File: config.mk
export PLATFORM = sky130hd
export DESIGN_NAME = txn_draw_ctrl
export DESIGN_NICKNAME = d
export VERILOG_FILES = /design/src/rtl/txn_draw_pkg.sv /design/src/rtl/row_clear_sweep.sv /design/src/rtl/txn_draw_ctrl.sv
export SDC_FILE = /design/constraint.sdc
export NUM_CORES = 1
export LEC_CHECK = 0
export ABC_AREA = 1
export ABC_CLOCK_PERIOD_IN_PS = 2100
export CAP_MARGIN = 20
export CORE_ASPECT_RATIO = 2
export CORE_UTILIZATION = 41
export DETAILED_ROUTE_END_ITERATION = 7
export PLACE_DENSITY = 0.87
export REMOVE_ABC_BUFFERS = 1
export SYNTH_ARGS = -nofsm -noshare
export SYNTH_HDL_FRONTEND = slang
export SYNTH_SLANG_ARGS = --single-unit
File: constraint.sdc
create_clock -name clk -period 2.1 [get_ports clk]
set_clock_uncertainty 0.05 [all_clocks]
set_input_delay 0.42 -clock clk [delete_from_list [all_inputs] [get_ports clk]]
set_output_delay 0.42 -clock clk [all_outputs]
set_load 0.03 [all_outputs]
File: src/rtl/txn_draw_pkg.sv
// txn_draw_pkg
//   Shared types and constants for the transaction row draw sequencer:
//   controller state encoding, ledger status codes, plot colours and the
//   status-to-colour mapping used when a transaction is accepted.
//   Optional feature macro: TXN_ROW_CLEAR_EN (row blanking before each draw).
package txn_draw_pkg;

    typedef enum logic [2:0] {
        ST_IDLE,
        ST_CLEAR,
        ST_ARM,
        ST_DRAW,
        ST_FINISH
    } state_t;

    typedef enum logic [1:0] {
        STATUS_PENDING  = 2'd0,
        STATUS_VERIFIED = 2'd1,
        STATUS_REJECTED = 2'd2,
        STATUS_OTHER    = 2'd3
    } status_t;

    // Colours are {R,G,B}.
    localparam logic [2:0] COLOUR_PENDING  = 3'b110;
    localparam logic [2:0] COLOUR_VERIFIED = 3'b010;
    localparam logic [2:0] COLOUR_REJECTED = 3'b100;
    localparam logic [2:0] COLOUR_OTHER    = 3'b111;
    localparam logic [2:0] COLOUR_BLACK    = 3'b000;

    function automatic logic [2:0] status_colour(input logic [1:0] status);
        case (status_t'(status))
            STATUS_PENDING:  return COLOUR_PENDING;
            STATUS_VERIFIED: return COLOUR_VERIFIED;
            STATUS_REJECTED: return COLOUR_REJECTED;
            default:         return COLOUR_OTHER;
        endcase
    endfunction

endpackage

File: src/rtl/row_clear_sweep.sv
// row_clear_sweep
//   Raster counter that blanks one row slot: x runs 0..SCREEN_W-1 fastest,
//   y runs top_y .. top_y+ROW_PITCH-1. Used only when TXN_ROW_CLEAR_EN is
//   defined.
// Ports
//   clk, reset : clock, synchronous active-high reset
//   start      : reload both counters to the first pixel of the row
//   step       : advance one pixel this cycle
//   top_y      : first screen line of the row being blanked
//   x, y       : current pixel coordinate
//   last       : current pixel is the final one of the row
module row_clear_sweep #(
    parameter int SCREEN_W  = 320,
    parameter int ROW_PITCH = 20
) (
    input  logic       clk,
    input  logic       reset,
    input  logic       start,
    input  logic       step,
    input  logic [7:0] top_y,
    output logic [8:0] x,
    output logic [7:0] y,
    output logic       last
);

    localparam logic [8:0] X_LAST = 9'(SCREEN_W - 1);
    localparam logic [7:0] Y_LAST = 8'(ROW_PITCH - 1);

    logic [8:0] x_cnt;
    logic [7:0] y_cnt;

    // NOTE: registers are updated with non-blocking assignments so every
    // flop samples the pre-edge values, independent of statement order.
    always_ff @(posedge clk) begin
        if (reset || start) begin
            x_cnt <= '0;
            y_cnt <= '0;
        end else if (step) begin
            if (x_cnt == X_LAST) begin
                x_cnt <= '0;
                y_cnt <= y_cnt + 8'd1;
            end else begin
                x_cnt <= x_cnt + 9'd1;
            end
        end
    end

    assign x    = x_cnt;
    assign y    = top_y + y_cnt;
    assign last = (x_cnt == X_LAST) && (y_cnt == Y_LAST);

endmodule

File: src/rtl/txn_draw_ctrl.sv
// txn_draw_ctrl
//   Sequencer between the ledger logic and the transaction row drawer.
//   Accepts one transaction per valid/ready handshake, assigns it the next
//   row slot, optionally blanks the row, re-arms and enables the drawer and
//   forwards its pixels to the VGA plot port in a status-dependent colour.
//   Optional feature macro: TXN_ROW_CLEAR_EN (adds CLEAR state + sweeper).
// Ports
//   clk, reset                 : clock, synchronous active-high reset
//   txn_valid/txn_status/ready : transaction handshake and 2-bit status
//   draw_resetn, draw_enable   : drawer re-arm (active low) and enable
//   draw_start_x/y             : drawer origin for the current slot
//   draw_x/y, draw_done        : drawer pixel coordinate and completion
//   vga_x/y/colour/plot        : registered plot port
//   busy                       : controller not in IDLE
//   timeout_err                : sticky DRAW-timeout flag
module txn_draw_ctrl #(
    parameter int BASE_Y       = 24,
    parameter int ROW_PITCH    = 20,
    parameter int NUM_ROWS     = 10,
    parameter int SCREEN_W     = 320,
    parameter int DRAW_TIMEOUT = 4095
) (
    input  logic       clk,
    input  logic       reset,
    input  logic       txn_valid,
    input  logic [1:0] txn_status,
    output logic       txn_ready,
    output logic       draw_resetn,
    output logic       draw_enable,
    output logic [8:0] draw_start_x,
    output logic [7:0] draw_start_y,
    input  logic [8:0] draw_x,
    input  logic [7:0] draw_y,
    input  logic       draw_done,
    output logic [8:0] vga_x,
    output logic [7:0] vga_y,
    output logic [2:0] vga_colour,
    output logic       vga_plot,
    output logic       busy,
    output logic       timeout_err
);

    import txn_draw_pkg::*;

    localparam int SLOT_W = (NUM_ROWS > 1) ? $clog2(NUM_ROWS) : 1;
    localparam int TO_W   = $clog2(DRAW_TIMEOUT + 1);
    localparam logic [SLOT_W-1:0] SLOT_LAST = SLOT_W'(NUM_ROWS - 1);
    localparam logic [TO_W-1:0]   TO_LAST   = TO_W'(DRAW_TIMEOUT - 1);

    state_t            state, state_next;
    logic [SLOT_W-1:0] slot;
    logic [2:0]        colour;
    logic [TO_W-1:0]   draw_cnt;
    logic              accept;
    logic              timeout_hit;
    logic [8:0]        sweep_x;
    logic [7:0]        sweep_y;
    logic              clear_last;

    assign accept       = txn_valid && txn_ready;
    assign draw_start_x = 9'd0;
    assign draw_start_y = 8'(BASE_Y) + 8'(slot) * 8'(ROW_PITCH);

    // Abort on the DRAW_TIMEOUT-th DRAW cycle; a simultaneous draw_done wins.
    assign timeout_hit = (state == ST_DRAW) && (draw_cnt == TO_LAST) && !draw_done;

`ifdef TXN_ROW_CLEAR_EN
    logic       sweep_step;
    logic [7:0] sweep_top_y;

    assign sweep_step  = (state == ST_CLEAR);
    assign sweep_top_y = draw_start_y - 8'd8;

    row_clear_sweep #(
        .SCREEN_W  (SCREEN_W),
        .ROW_PITCH (ROW_PITCH)
    ) u_sweep (
        .clk   (clk),
        .reset (reset),
        .start (accept),
        .step  (sweep_step),
        .top_y (sweep_top_y),
        .x     (sweep_x),
        .y     (sweep_y),
        .last  (clear_last)
    );
`else
    // No blanking: CLEAR is never entered and the sweep width is unused.
    localparam int unused_screen_w = SCREEN_W;
    assign sweep_x    = '0;
    assign sweep_y    = '0;
    assign clear_last = 1'b0;
`endif

    always_ff @(posedge clk) begin
        if (reset) begin
            state       <= ST_IDLE;
            slot        <= '0;
            colour      <= COLOUR_BLACK;
            draw_cnt    <= '0;
            timeout_err <= 1'b0;
            vga_x       <= '0;
            vga_y       <= '0;
            vga_colour  <= COLOUR_BLACK;
            vga_plot    <= 1'b0;
        end else begin
            state    <= state_next;
            draw_cnt <= (state == ST_DRAW) ? draw_cnt + 1'b1 : '0;
            vga_plot <= 1'b0;

            if (accept) begin
                colour <= status_colour(txn_status);
            end
            if (timeout_hit) begin
                timeout_err <= 1'b1;
            end
            if (state == ST_FINISH) begin
                slot <= (slot == SLOT_LAST) ? '0 : slot + 1'b1;
            end

            case (state)
                ST_CLEAR: begin
                    vga_x      <= sweep_x;
                    vga_y      <= sweep_y;
                    vga_colour <= COLOUR_BLACK;
                    vga_plot   <= 1'b1;
                end
                ST_DRAW: begin
                    vga_x      <= draw_x;
                    vga_y      <= draw_y;
                    vga_colour <= colour;
                    // Suppress the aborted cycle so FINISH never shows a plot.
                    vga_plot   <= !draw_done && !timeout_hit;
                end
                default: ;
            endcase
        end
    end

    // NOTE: every output of this block gets a default before the case so
    // no path leaves a signal unassigned, which would infer a latch.
    always_comb begin
        state_next  = state;
        txn_ready   = 1'b0;
        draw_resetn = 1'b1;
        draw_enable = 1'b0;
        busy        = 1'b1;
        unique case (state)
            ST_IDLE: begin
                txn_ready   = 1'b1;
                draw_resetn = 1'b0;
                busy        = 1'b0;
                if (accept) begin
`ifdef TXN_ROW_CLEAR_EN
                    state_next = ST_CLEAR;
`else
                    state_next = ST_ARM;
`endif
                end
            end
            ST_CLEAR: begin
                if (clear_last) state_next = ST_ARM;
            end
            ST_ARM: begin
                draw_resetn = 1'b0;
                state_next  = ST_DRAW;
            end
            ST_DRAW: begin
                draw_enable = 1'b1;
                if (draw_done || timeout_hit) state_next = ST_FINISH;
            end
            ST_FINISH: begin
                state_next = ST_IDLE;
            end
            default: begin
                state_next = ST_IDLE;
            end
        endcase
    end

endmodule

-- After elaboration in Yosys (flattened, before gate mapping)
Index checks and enable logic that the tools add are counted.
- eq/ne operators: 10
- $add $sub $neg: 3
- reductions and logical operators: 13
- muxes and demuxes: 13
- bitwise logic cells: 2
- $mul: 1
- operators with widths (operator ; number):
    case mux 9 bit (2 select lines) ; 1
    case mux 8 bit (2 select lines) ; 1
    adder 12 x 1 -> 12 bit, second input constant ; 1
    == test 12 bit, second input constant ; 1
    case mux 3 bit (4 select lines) ; 1
    case mux 3 bit (3 select lines) ; 1
    adder 5 x 8 -> 8 bit, first input constant ; 1
    == test 3 x 2 -> 1 bit, second input constant ; 2
    multiplier 4 x 3 -> 6 bit, second input constant ; 1
    two-way mux 3 bit ; 2
    case mux 3 bit (2 select lines) ; 1
    adder 4 x 1 -> 4 bit, second input constant ; 1
    == test 4 bit, second input constant ; 1
    logical AND 1 bit ; 4
    two-way mux 1 bit ; 4
    two-way mux 4 bit ; 1
    OR reduction 2 bit ; 2
    == test 3 x 1 -> 1 bit, second input constant ; 1
    == test 3 bit, second input constant ; 1
    logical NOT 3 bit ; 1
    AND reduction 3 bit ; 1
    == test 2 x 1 -> 1 bit, second input constant ; 1
    == test 2 bit, second input constant ; 1
    logical NOT 1 bit ; 2
    7 further kinds ; 8
- flip-flop bits (word level): 44
- output and inout port bits: 43

-- Logic depth before layout (Yosys ltp)
Gate-level depths: netlist of run 1.
- depth after elaboration: 6
- mapped depth: 9

-- Least setup slack after synthesis of run 1
No wires, ideal clock.
- path type: register to output
- start: register slot[3]
- end: output draw_start_y[7]
- buffers on the path: 0
- data required time: 1.630 ns
- setup slack: -0.267 ns
- arrival time: 1.897 ns
- stages on the path, launching flop included: 7
- cells stage by stage: dfxtp_1 > ha_1 > ha_1 > inv_1 > fa_1 > nor3b_1 > xnor2_1
- cells in the longest elaborated chain, start to end: 2
- RTL lines (what ; line ; source):
    start: declaration ; txn_draw_ctrl.sv:51 ; logic [SLOT_W-1:0] slot;
    start signal: assignment ; txn_draw_ctrl.sv:118 ; slot <= (slot == SLOT_LAST) ? '0 : slot + 1'b1;
    multiplier 4 x 3 -> 6 bit ; txn_draw_ctrl.sv:62 ; assign draw_start_y = 8'(BASE_Y) + 8'(slot) * 8'(ROW_PITCH);
    adder 5 x 8 -> 8 bit ; txn_draw_ctrl.sv:62 ;
    end: declaration ; txn_draw_ctrl.sv:31 ; output logic [7:0] draw_start_y,
No other way between the ends.

-- Worst setup path in the final report of run 1
- start: register slot[1]
- end: output draw_start_y[7]
The elaborated chain is that of the path after synthesis.

==> key figures, run 1 <==
Layout
  • Proportion of layout cells with a drive suffix above 1: 11.2%
  • Fin util: 57.9%
  • ANT cells: 0
  • Final #Nets: 351
  • Area growth from synthesis to layout: 35.4%
  • Post-route insts no fill: 377

Placement
  • Placement Setup Slack: -259 ps
  • Port bufs: 54
  • Final Wtd Congestion: 0.858
  • Inst Count DP: 369
  • DP HPWL: 3.26 mm

Timing
  • Max Slew Vio Count: 0
  • Minimum clock period: 2550 ps
  • RSZ-0062 raised after global routing: true
  • Final Worst Setup Slack: -454 ps
  • Final setup viols: 2
  • Fmax: 0.392 GHz
  • Final Hold Viols: 0
  • Fin crit share: 122%
  • Setup_tns: -865 ps

Synthesis
  • Post-synthesis cell area: 0.00198 mm^2
  • Synth cell types: 29
  • Synthesis Warnings: 0
  • Synth Area in Compound Gates: 10.1%
  • Syn_area_per_cell: 7.52 um^2
  • Xor/xnor share of the synthesized area: 3.53%
  • Mux contribution to synthesized area: 0%
  • Yosys reg bits: 44
  • Adder-cell share of the synthesized area: 4.79%
  • Largest family of logic cells by synthesized area: simple AND/OR/NAND/NOR gates
  • Cells after synthesis: 264
  • Top cells by area, synth: dfxtp_1 44%, nand2_1 12%, a21oi_1 8.1%
  • Seq/Total Area, Yosys: 44.4%
  • Post-synth top area share: 44.4%
  • Simple-Gate Fraction of Synth Area: 24.7%
  • Largest area contributor in the netlist: dfxtp_1

Floorplanning
  • Die Y: 100 um
  • Total Die Area: 0.00514 mm^2
  • DIE WIDTH: 51.2 um
  • Io pins: 66
  • Core area: 0.00464 mm^2
  • Initial Util: 42.7%
  • Cell Rows: 35

Clocking
  • Hold-fix buffers at CTS: 0
  • Clock sink count: 44
  • CTS tree: done
  • Clk root buf: clkbuf_8
  • Clock Path Buffers: 2
  • TritonCTS Buffers: 5
  • Clock transition at path regs: 80 ps
  • H-tree lvl count: 2
  • Clk_lat worst skew: 300 ps
  • Postcts setup bufs: 0

Drt
  • Final ANT Viol Nets: 0
  • DRT Pass-1 Iters: 4
  • DRT Wirelength: 4.52 mm
  • Drc violations: 0
  • WL/cell: 12.0 um
  • Vias/cell: 4.82
  • DR vias: 1819
  • 1st-iter DRT viols: 42

Hold path
  • HP Class: register to register
  • Number of stages on the worst hold path: 1

Worst setup path
  • Critical path's slowest cell: fa_1
  • Setup crit start kind: register
  • Setup Crit Path Kind: register to primary output
  • Crit path DAT: 2080 ps
  • Req. time, crit path: 1630 ps
  • Worst path depth: 7
  • Crit-path max cell delay: 490 ps
  • CP Cell Sequence: ha_4 > ha_4 > inv_2 > fa_1 > nor3b_2 > xnor2_1 > buf_4
  • Buffers and inverters on the worst path: 2
  • Crit Path Max Fanout: 2
  • Crit path top cell by count: ha_4
  • CP delay by family, top: adder cells
  • Crit end category: primary output
  • FF-to-FF path depth: 7

Power and ir drop
  • P per Cell Area: 678 mW/mm^2
  • Leak Pwr: 0.993 nW
  • Peak supply drop: 0.000663 V

Flow run
  • Max Cap Viol: 0

Global routing
  • Antenna violations before repair: 0
  • First-pass GRT wire length: 7.37 mm
  • Gr usage total: 19.0%
  • Largest net degree at the start of global routing: 26
  • Global route overflow: 0
  • Vias in the first global route: 1724

Outcome
  • Violated checks: setup timing
  • Status: complete, but fails checks
synth_stat cells, drive strengths merged:
cell type / number
ha: 6
xnor2: 4
o21ai: 5
inv: 30
nor3: 5
nand3: 9
o21a: 1
buf: 16
o211ai: 1
clkbuf: 4
fa: 1
xor2: 4
nor3b: 2
dfxtp: 44
nand4: 2
or2: 3
and3: 1
conb: 1
nand3b: 1
nand2: 66
a21oi: 32
nor2: 26
cells by family after synthesis:
logic type / Yosys count
DFF: 44
adders and majority gates: 7
and+or+nand+nor: 115
buffers and inverters: 50
other: 1
AOI/OAI and AO/OA: 39
xor gates and xnor gates: 8
worst paths after layout:
check | start | endpoint | slack (ps)
setup / recovery | slot[1] | draw_start_y[7] | -450
hold / removal | draw_cnt[0] | draw_cnt[0] | 400
setup reg to reg | state[0] | draw_cnt[4] | 600
hold reg to reg | draw_cnt[0] | draw_cnt[0] | 400
repair_timing:
item	4_1_cts	5_1_grt
pin swaps	5	1
setup endpoints to repair	5	3
resized for setup	9	1
cell type report:
type | instances | area [um^2]
well taps | 55 | 68.8
multi-input cells | 180 | 927
flip-flops and latches | 44 | 883
repair buffers | 60 | 573
inverters | 30 | 113
clock inverters | 2 | 38.8
fillers | 445 | 1960
clock buffers | 6 | 82.6
metrics by stage:
step | hold slack, ps | cell area, um^2 | total power, W
after global placement | 379 | 2530 | 0.00117
after CTS | 410 | 2680 | 0.00184
after global routing | 435 | 2690 | 0.00190
after floorplan | 367 | 1890 | 0.00105
final | 404 | 2690 | 0.00182
after detailed placement | 392 | 2530 | 0.00117
layout by cell type (no fill, tap or decap), types with 5 or more instances in the layout:
master,n
a21oi_1,32
buf_4,11
clkbuf_8,6
clkdlybuf4s50_1,46
conb_1,11
dfxtp_1,42
inv_1,24
inv_2,6
nand2_1,65
nand3_1,9
nor2_1,23
nor3_1,5
o21ai_0,5
metal layers:
metal / up-vias / routed length (um) / GRT usage, % / share of wire [%]
met5: - / 0 / 0 / 0
met4: 0 / 83 / 7.69 / 1.8
met2: 47 / 2620 / 37.2 / 58
met1: 847 / 1690 / 18.5 / 37
met3: 7 / 128 / 3.18 / 2.8
li1: 918 / - / - / -
sequential cells by signal, indices dropped and copies added, names as in the netlist:
name and flops:
colour 3, draw_cnt 12, slot 4, state 3, timeout_err 1, vga_colour 3
vga_plot 1, vga_x 9, vga_y 8
report_power, final:
group / switching [W] / total (W) / leakage, nW / internal [W]
clock: 0.000286 / 0.000675 / 0.0614 / 0.000389
combinational: 0.000173 / 0.000275 / 0.575 / 0.000102
sequential: 0.0000139 / 0.000871 / 0.357 / 0.000857
(Power assumes the default switching activity.)
==> inputs of run 2 (changes only) <==
--- a/config.mk
+++ b/config.mk
@@ -5,7 +5,6 @@
 export SDC_FILE = /design/constraint.sdc
 export NUM_CORES = 1
 export LEC_CHECK = 0
-export ABC_AREA = 1
 export ABC_CLOCK_PERIOD_IN_PS = 2100
 export CAP_MARGIN = 20
 export CORE_ASPECT_RATIO = 2
==> run 2 against run 1 <==
  * The flow still finishes with violations (setup timing)
  * Routed wire length decreased by 2.8%
  * Worst setup slack improved by 67 ps
  * Sequential share of layout area shrank 0.48 points
  * Non-clock buffer count grew 6
  * Largest cell class unchanged
  * Largest power group unchanged
==> key figures, run 2 <==
Global routing
  • Gr usage total: 18.5% (was 19.0%)
  • Vias in the first global route: 1679 (was 1724)
  • Global route overflow: 0 (unchanged)
  • Antenna violations before repair: 0 (unchanged)
  • Largest net degree at the start of global routing: 20 (was 26)
  • First-pass GRT wire length: 7.26 mm (was 7.37 mm)

Synthesis
  • Yosys reg bits: 44 (unchanged)
  • Synthesis Warnings: 0 (unchanged)
  • Most instantiated library cell after synthesis: dfxtp_1 (was nand2_1)
  • Syn_area_per_cell: 9.48 um^2 (was 7.52 um^2)
  • Seq/Total Area, Yosys: 44.7% (was 44.4%)
  • Ys flop type: dfxtp_1 (unchanged)
  • Post-synth EDFFs: 0 (unchanged)
  • Cells after synthesis: 208 (was 264)
  • Top cells by area, synth: dfxtp_1 45%, a22o_1 7.6%, buf_4 4.9% (was dfxtp_1 44%, nand2_1 12%, a21oi_1 8.1%)
  • Post-synthesis cell area: 0.00197 mm^2 (was 0.00198 mm^2)
  • Post-synth top area share: 44.7% (was 44.4%)
  • Synth cell types: 39 (was 29)
  • Leading cell types by count after synthesis: 44 x dfxtp_1, 17 x a22o_1, 15 x a21oi_1 (was 65 x nand2_1, 44 x dfxtp_1, 32 x a21oi_1)
  • Synth async-reset ratio: 0% (unchanged)
  • Largest area contributor in the netlist: dfxtp_1 (unchanged)

Worst setup path
  • Req. time, crit path: 1630 ps (about the same)
  • R2R Path Start: state[0] (unchanged)
  • Reg2reg setup slack: 480 ps (was 600 ps)
  • Worst r2r dst: vga_x[8] (was draw_cnt[4])
  • Crit Path Max Fanout: 2 (unchanged)
  • Crit path DAT: 2020 ps (was 2080 ps)
  • FF-to-FF path depth: 4 (was 7)
  • Setup Crit Path Kind: register to primary output (unchanged)
  • Setup crit start kind: register (unchanged)
  • Crit end category: primary output (unchanged)

Floorplanning
  • Die Y: 100 um (about the same)
  • Initial Util: 42.9% (was 42.7%)
  • Core area: 0.00460 mm^2 (was 0.00464 mm^2)
  • Total Die Area: 0.00511 mm^2 (was 0.00514 mm^2)
  • Io pins: 66 (unchanged)
  • Cell Rows: 35 (unchanged)
  • DIE WIDTH: 51.0 um (was 51.2 um)

Layout
  • Max reg flops: 12 (unchanged)
  • Final #Nets: 300 (was 351)
  • Largest reg by FF count: draw_cnt (unchanged)
  • Register area: 883 um^2 (unchanged)
  • Final non-filler cell area: 0.00273 mm^2 (was 0.00269 mm^2)
  • Regs by FF count: draw_cnt (12), vga_x (9), vga_y (8) (unchanged)
  • Highest-count cells in the layout ignoring fill and taps: 46 x clkdlybuf4s50_1, 42 x dfxtp_1, 17 x a22o_1, 15 x a21oi_1, 15 x buf_4 (was 65 x nand2_1, 46 x clkdlybuf4s50_1, 42 x dfxtp_1, 32 x a21oi_1, 24 x inv_1)
  • Commonest non-fill, non-tap cell in the layout: clkdlybuf4s50_1 (was nand2_1)
  • ANT cells: 0 (unchanged)
  • Post-route insts no fill: 326 (was 377)
  • Area growth from synthesis to layout: 38.3% (was 35.4%)
  • Proportion of layout cells with a drive suffix above 1: 13.7% (was 11.2%)
  • Number of fill cells: 397 (was 445)
  • Area of the multi-input gates: 983 um^2 (was 927 um^2)

Clocking
  • Clk_lat worst skew: 300 ps (about the same)
  • Clock Path Buffers: 2 (unchanged)
  • Clock transition at path regs: 90 ps (was 80 ps)
  • Clock sink count: 44 (unchanged)
  • Hold-fix buffers at CTS: 0 (unchanged)
  • CTS tree: done (unchanged)
  • TritonCTS Buffers: 5 (unchanged)
  • Clk root buf: clkbuf_8 (unchanged)
  • H-tree lvl count: 2 (unchanged)

Placement
  • Inst Count DP: 318 (was 369)
  • Post-DP Area: 0.00258 mm^2 (was 0.00253 mm^2)
  • DP HPWL: 3.30 mm (was 3.26 mm)
  • Final Wtd Congestion: 0.772 (was 0.858)
  • Port bufs: 54 (unchanged)

Hold path
  • Hold path startpoint: timeout_err (was draw_cnt[0])
  • HP Class: register to register (unchanged)
  • Min-Delay Endpoint: timeout_err (was draw_cnt[0])
  • Number of stages on the worst hold path: 2 (was 1)

Drt
  • WL met2: 2.50 mm (was 2.62 mm)
  • DRT Pass-1 Iters: 4 (unchanged)
  • Drc violations: 0 (unchanged)
  • Met3 wire len: 119 um (was 128 um)
  • DR vias: 1691 (was 1819)
  • WL/cell: 13.5 um (was 12.0 um)
  • Met1 WL: 1.64 mm (was 1.69 mm)
  • Top sig layer: met4 (unchanged)
  • DRT Wirelength: 4.39 mm (was 4.52 mm)
  • Vias/cell: 5.19 (was 4.82)
  • 1st-iter DRT viols: 17 (was 42)
  • Final ANT Viol Nets: 0 (unchanged)

Timing
  • Worst-margin pin slew: 700 ps
  • Fin crit share: 118% (was 122%)
  • Worst slew margin: 53.3%
  • Fmax: 0.402 GHz (was 0.392 GHz)
  • Hold slack: 403 ps (was 404 ps)
  • Setup_tns: -749 ps (was -865 ps)
  • Final setup viols: 2 (unchanged)
  • Minimum clock period: 2490 ps (was 2550 ps)
  • Max Slew Vio Count: 0 (unchanged)
  • Final Worst Setup Slack: -388 ps (was -454 ps)
  • Final Hold Viols: 0 (unchanged)
  • RSZ-0062 raised after global routing: true (unchanged)

Flow run
  • Max Cap Viol: 0 (unchanged)

Power and ir drop
  • Peak supply drop: 0.000552 V (was 0.000663 V)
  • Leak Pwr: 1.03 nW (was 0.993 nW)
  • P per Cell Area: 666 mW/mm^2 (was 678 mW/mm^2)

Outcome
  • Status: complete, but fails checks (unchanged)
  • Violated checks: setup timing (unchanged)
run 2: cell count changes after synthesis, sizes merged, moves of 3 or more:
cell	previous run	this run
nand2	66	9
a21oi	32	15
a22o	0	17
inv	30	14
nor2	26	13
or3	0	6
nor3	5	0
nand2b	0	4
nor2b	0	4
o21ai	5	9
o31ai	0	3
or4	0	3
run 2: critical path, stage by stage, from the launching register on:
cell	delay [ps]
dfxtp_2	350
ha_4	270
ha_4	120
inv_2	30
fa_1	450
nor2_1	120
nand2_1	70
xnor2_1	130
buf_4	180
run 2: worst max path at each step:
stage | end | cells past startpoint | startpoint | slack (ps)
3_3_place_gp | draw_start_y[7] | 8 | slot[1] | -100
3_5_place_dp | draw_start_y[7] | 8 | slot[1] | -160
4_1_cts | draw_start_y[7] | 8 | slot[3] | -410
2_1_floorplan | draw_start_y[7] | 7 | slot[0] | -450
5_1_grt | draw_start_y[7] | 8 | slot[3] | -450
6_report | draw_start_y[7] | 8 | slot[3] | -390
run 2: power by group:
| part | leakage, nW | switching, W | internal, W | total [W] |
|---|---|---|---|---|
| Clock | 0.0614 | 0.000292 | 0.000389 | 0.000682 |
| Combinational | 0.612 | 0.000153 | 0.000112 | 0.000266 |
| Sequential | 0.357 | 0.0000120 | 0.000856 | 0.000868 |
| Total | 1.03 | 0.000458 | 0.00136 | 0.00182 |
run 2: routing by layer:
metal  global-route usage, %  up-vias
met5                       0        -
met4                    10.0        0
met3                    3.64       11
met2                    34.1       40
met1                    18.5      806
li1                        -      834
run 2: what timing repair did:
action / in CTS / in global routing
setup endpoints to repair: 6 / 4
pin swaps: 6 / 3
setup buffers: 0 / 0
resized for setup: 12 / 3
run 2: area by class of cell:
cell class	instances	area share (%)
clock inverters	2	1.42
inverters	14	1.93
repair buffers	66	22.6
clock buffers	6	3.03
flip-flops and latches	44	32.4
multi-input cells	139	36.1
well taps	55	2.52
run 2: cell families (layout without fill, tap and decap cells):
kind of cell / count (synthesis) / after routing / synth area share [%]
muxes: 1 / 1 / 0.508
DFF: 44 / 44 / 44.7
xor gates and xnor gates: 8 / 8 / 3.55
AOI/OAI and AO/OA: 50 / 50 / 17.3
other: 1 / 11 / 0.190
buffers and inverters: 35 / 88 / 9.39
adders and majority gates: 7 / 7 / 4.82
and+or+nand+nor: 62 / 62 / 19.5
run 2: through the flow:
step | util [%] | total power [W] | worst slack (ps)
finish | 59.3 | 0.00182 | -388
global route | 59.3 | 0.00188 | -453
CTS | 59.4 | 0.00183 | -411
detailed placement | 56.2 | 0.00116 | -158
global placement | 56.2 | 0.00115 | -95.8
floorplan | - | 0.00103 | -452
==> inputs of run 3 (changes only) <==
--- a/config.mk
+++ b/config.mk
@@ -7,7 +7,7 @@
 export LEC_CHECK = 0
 export ABC_CLOCK_PERIOD_IN_PS = 2100
 export CAP_MARGIN = 20
-export CORE_ASPECT_RATIO = 2
+export CORE_ASPECT_RATIO = 1.25
 export CORE_UTILIZATION = 41
 export DETAILED_ROUTE_END_ITERATION = 7
 export PLACE_DENSITY = 0.87
==> constraint.sdc (replaced) <==
create_clock -name clk -period 2.1 [get_ports clk]
set_clock_uncertainty 0.05 [all_clocks]
set_input_delay 0.42 -clock clk [delete_from_list [all_inputs] [get_ports clk]]
set_output_delay 0.42 -clock clk [all_outputs]
set_load 0.05 [all_outputs]
==> run 3 against run 2 <==
  * The flow still finishes with violations (setup timing)
  * Combinational power is 22% higher
  * First-iteration DRC count rose to 3.8 times the previous value
  * Utilization up 3.2 points
==> key figures, run 3 (same netlist as run 2, synthesis figures left out) <==
Worst setup path
  • Setup Crit Path Kind: register to primary output (unchanged)
  • R2R Path Start: state[2] (was state[0])
  • Buffers and inverters on the worst path: 2 (unchanged)
  • CP Cell Sequence: ha_4 > ha_4 > inv_2 > fa_1 > nor2_1 > nand2_1 > xnor2_2 > buf_12 (was ha_4 > ha_4 > inv_2 > fa_1 > nor2_1 > nand2_1 > xnor2_1 > buf_4)
  • Crit Path Max Fanout: 2 (unchanged)
  • Req. time, crit path: 1630 ps (about the same)
  • Reg2reg setup slack: 430 ps (was 480 ps)
  • Setup crit start kind: register (unchanged)
  • Crit path top cell by count: ha_4 (unchanged)
  • Critical path's slowest cell: fa_1 (unchanged)
  • Worst r2r dst: vga_y[5] (was vga_x[8])
  • Crit path DAT: 2060 ps (was 2020 ps)
  • FF-to-FF path depth: 3 (was 4)
  • Crit-path max cell delay: 450 ps (about the same)
  • Crit end category: primary output (unchanged)
  • CP delay by family, top: adder cells (unchanged)

Drt
  • Final ANT Viol Nets: 0 (unchanged)
  • DRT Wirelength: 4.27 mm (was 4.39 mm)
  • WL met2: 2.20 mm (was 2.50 mm)
  • Vias/cell: 5.10 (was 5.19)
  • Met1 WL: 1.77 mm (was 1.64 mm)
  • DRT Pass-1 Iters: 4 (unchanged)
  • 1st-iter DRT viols: 65 (was 17)
  • DR vias: 1659 (was 1691)
  • Met3 wire len: 177 um (was 119 um)
  • Top sig layer: met4 (unchanged)
  • Drc violations: 0 (unchanged)
  • WL/cell: 13.1 um (was 13.5 um)

Global routing
  • Gr usage total: 18.3% (was 18.5%)
  • First-pass GRT wire length: 7.25 mm (was 7.26 mm)
  • Global route overflow: 0 (unchanged)
  • Antenna violations before repair: 0 (unchanged)
  • Vias in the first global route: 1637 (was 1679)
  • Largest net degree at the start of global routing: 20 (unchanged)

Clocking
  • Clock Path Buffers: 2 (unchanged)
  • Hold-fix buffers at CTS: 0 (unchanged)
  • Clock sink count: 44 (unchanged)
  • Clk root buf: clkbuf_8 (unchanged)
  • CTS tree: done (unchanged)
  • TritonCTS Buffers: 5 (unchanged)
  • Clk_lat worst skew: 300 ps (about the same)
  • H-tree lvl count: 2 (unchanged)
  • Clock transition at path regs: 80 ps (was 90 ps)

Floorplanning
  • Initial Util: 43.6% (was 42.9%)
  • Cell Rows: 27 (was 35)
  • DIE WIDTH: 64.0 um (was 51.0 um)
  • Core area: 0.00453 mm^2 (was 0.00460 mm^2)
  • Die Y: 79.5 um (was 100 um)
  • Io pins: 66 (unchanged)
  • Total Die Area: 0.00509 mm^2 (was 0.00511 mm^2)

Timing
  • Fmax: 0.394 GHz (was 0.402 GHz)
  • Fin crit share: 121% (was 118%)
  • Worst slew margin: 53.8% (was 53.3%)
  • Final setup viols: 2 (unchanged)
  • Hold slack: 401 ps (was 403 ps)
  • Minimum clock period: 2530 ps (was 2490 ps)
  • Final Hold Viols: 0 (unchanged)
  • Worst-margin pin slew: 692 ps (was 700 ps)
  • Setup_tns: -813 ps (was -749 ps)
  • RSZ-0062 raised after global routing: true (unchanged)
  • Max Slew Vio Count: 0 (unchanged)
  • Final Worst Setup Slack: -435 ps (was -388 ps)

Layout
  • Area growth from synthesis to layout: 43.5% (was 38.3%)
  • Final non-filler cell area: 0.00283 mm^2 (was 0.00273 mm^2)
  • Highest-count cells in the layout ignoring fill and taps: 45 x clkdlybuf4s50_1, 41 x dfxtp_1, 17 x a22o_1, 15 x a21oi_1, 13 x inv_1 (was 46 x clkdlybuf4s50_1, 42 x dfxtp_1, 17 x a22o_1, 15 x a21oi_1, 15 x buf_4)
  • Regs by FF count: draw_cnt (12), vga_x (9), vga_y (8) (unchanged)
  • Proportion of layout cells with a drive suffix above 1: 16.1% (was 13.7%)
  • Final #Nets: 296 (was 300)
  • Max reg flops: 12 (unchanged)
  • ANT cells: 0 (unchanged)
  • Largest reg by FF count: draw_cnt (unchanged)
  • Commonest non-fill, non-tap cell in the layout: clkdlybuf4s50_1 (unchanged)

Outcome
  • Status: complete, but fails checks (unchanged)
  • Violated checks: setup timing (unchanged)

Placement
  • Placement Setup Slack: -275 ps (was -158 ps)
  • Port bufs: 54 (unchanged)
  • Post-DP Area: 0.00266 mm^2 (was 0.00258 mm^2)
  • Final Wtd Congestion: 0.719 (was 0.772)
  • DP HPWL: 3.09 mm (was 3.30 mm)

Hold path
  • Min-Delay Endpoint: timeout_err (unchanged)
  • Number of stages on the worst hold path: 2 (unchanged)
  • HP Class: register to register (unchanged)
  • Hold path startpoint: timeout_err (unchanged)

Power and ir drop
  • Peak supply drop: 0.000350 V (was 0.000552 V)
  • Total chip power: 0.00189 W (was 0.00182 W)
  • Leak Pwr: 1.05 nW (was 1.03 nW)
  • P per Cell Area: 669 mW/mm^2 (was 666 mW/mm^2)

Flow run
  • Max Cap Viol: 0 (unchanged)
[run 3: changes by cell type in the layout (fill, tap and decap cells not counted), moves of 2 or more]
| cell | before | now |
|---|---|---|
| xnor2_2 | 0 | 2 |
| buf_4 | 15 | 8 |
| dlygate4sd2_1 | 3 | 0 |
| buf_12 | 0 | 9 |
| xnor2_1 | 6 | 4 |
[run 3: timing repair]
item | CTS | global route
endpoints found under the setup margin | 3 | 3
setup buffers | 0 | 0
resized for setup | 9 | 2
pin swaps | 6 | 3
[run 3: worst max-delay path by stage]
| stage | from | endpoint | slack [ps] | depth (start not counted) |
|---|---|---|---|---|
| detailed placement | slot[1] | draw_start_y[7] | -270 | 8 |
| global route | slot[1] | draw_start_y[7] | -530 | 8 |
| CTS | slot[1] | draw_start_y[7] | -470 | 8 |
| global placement | slot[1] | draw_start_y[7] | -210 | 8 |
| floorplan | slot[0] | draw_start_y[7] | -900 | 7 |
| finish | slot[1] | draw_start_y[7] | -430 | 8 |
[run 3: per-stage QoR]
stage / cells / util, %
final: 325 / 62.5
after global routing: 325 / 62.5
after CTS: 325 / 62.4
after detailed placement: 317 / 58.7
after global placement: 317 / 58.7
after floorplan: 197 / -
[run 3: worst min-delay path: stages, from the launching register on]
cell	delay [ps]
dfxtp_1	320
inv_1	50
a21oi_1	50
[run 3: cell type report]
cell class | count | area, um^2
Clock buffer | 6 | 82.6
Clock inverter | 2 | 38.8
Fill cell | 383 | 1700
Inverter | 14 | 52.6
Multi-Input combinational cell | 139 | 1010
Sequential cell | 44 | 885
Tap cell | 58 | 72.6
Timing Repair Buffer | 62 | 691
[run 3: report_power, final]
group	switching, W	leakage [nW]	internal [W]
Sequential	0.0000280	0.357	0.000856
Combinational	0.000190	0.630	0.000134
Clock	0.000296	0.0614	0.000389
[run 3: metal layers]
metal | global-route usage, % | vias to the layer above
li1 | - | 822
met1 | 20.9 | 778
met2 | 31.4 | 46
met3 | 3.86 | 13
met4 | 10.2 | 0
met5 | 0 | -
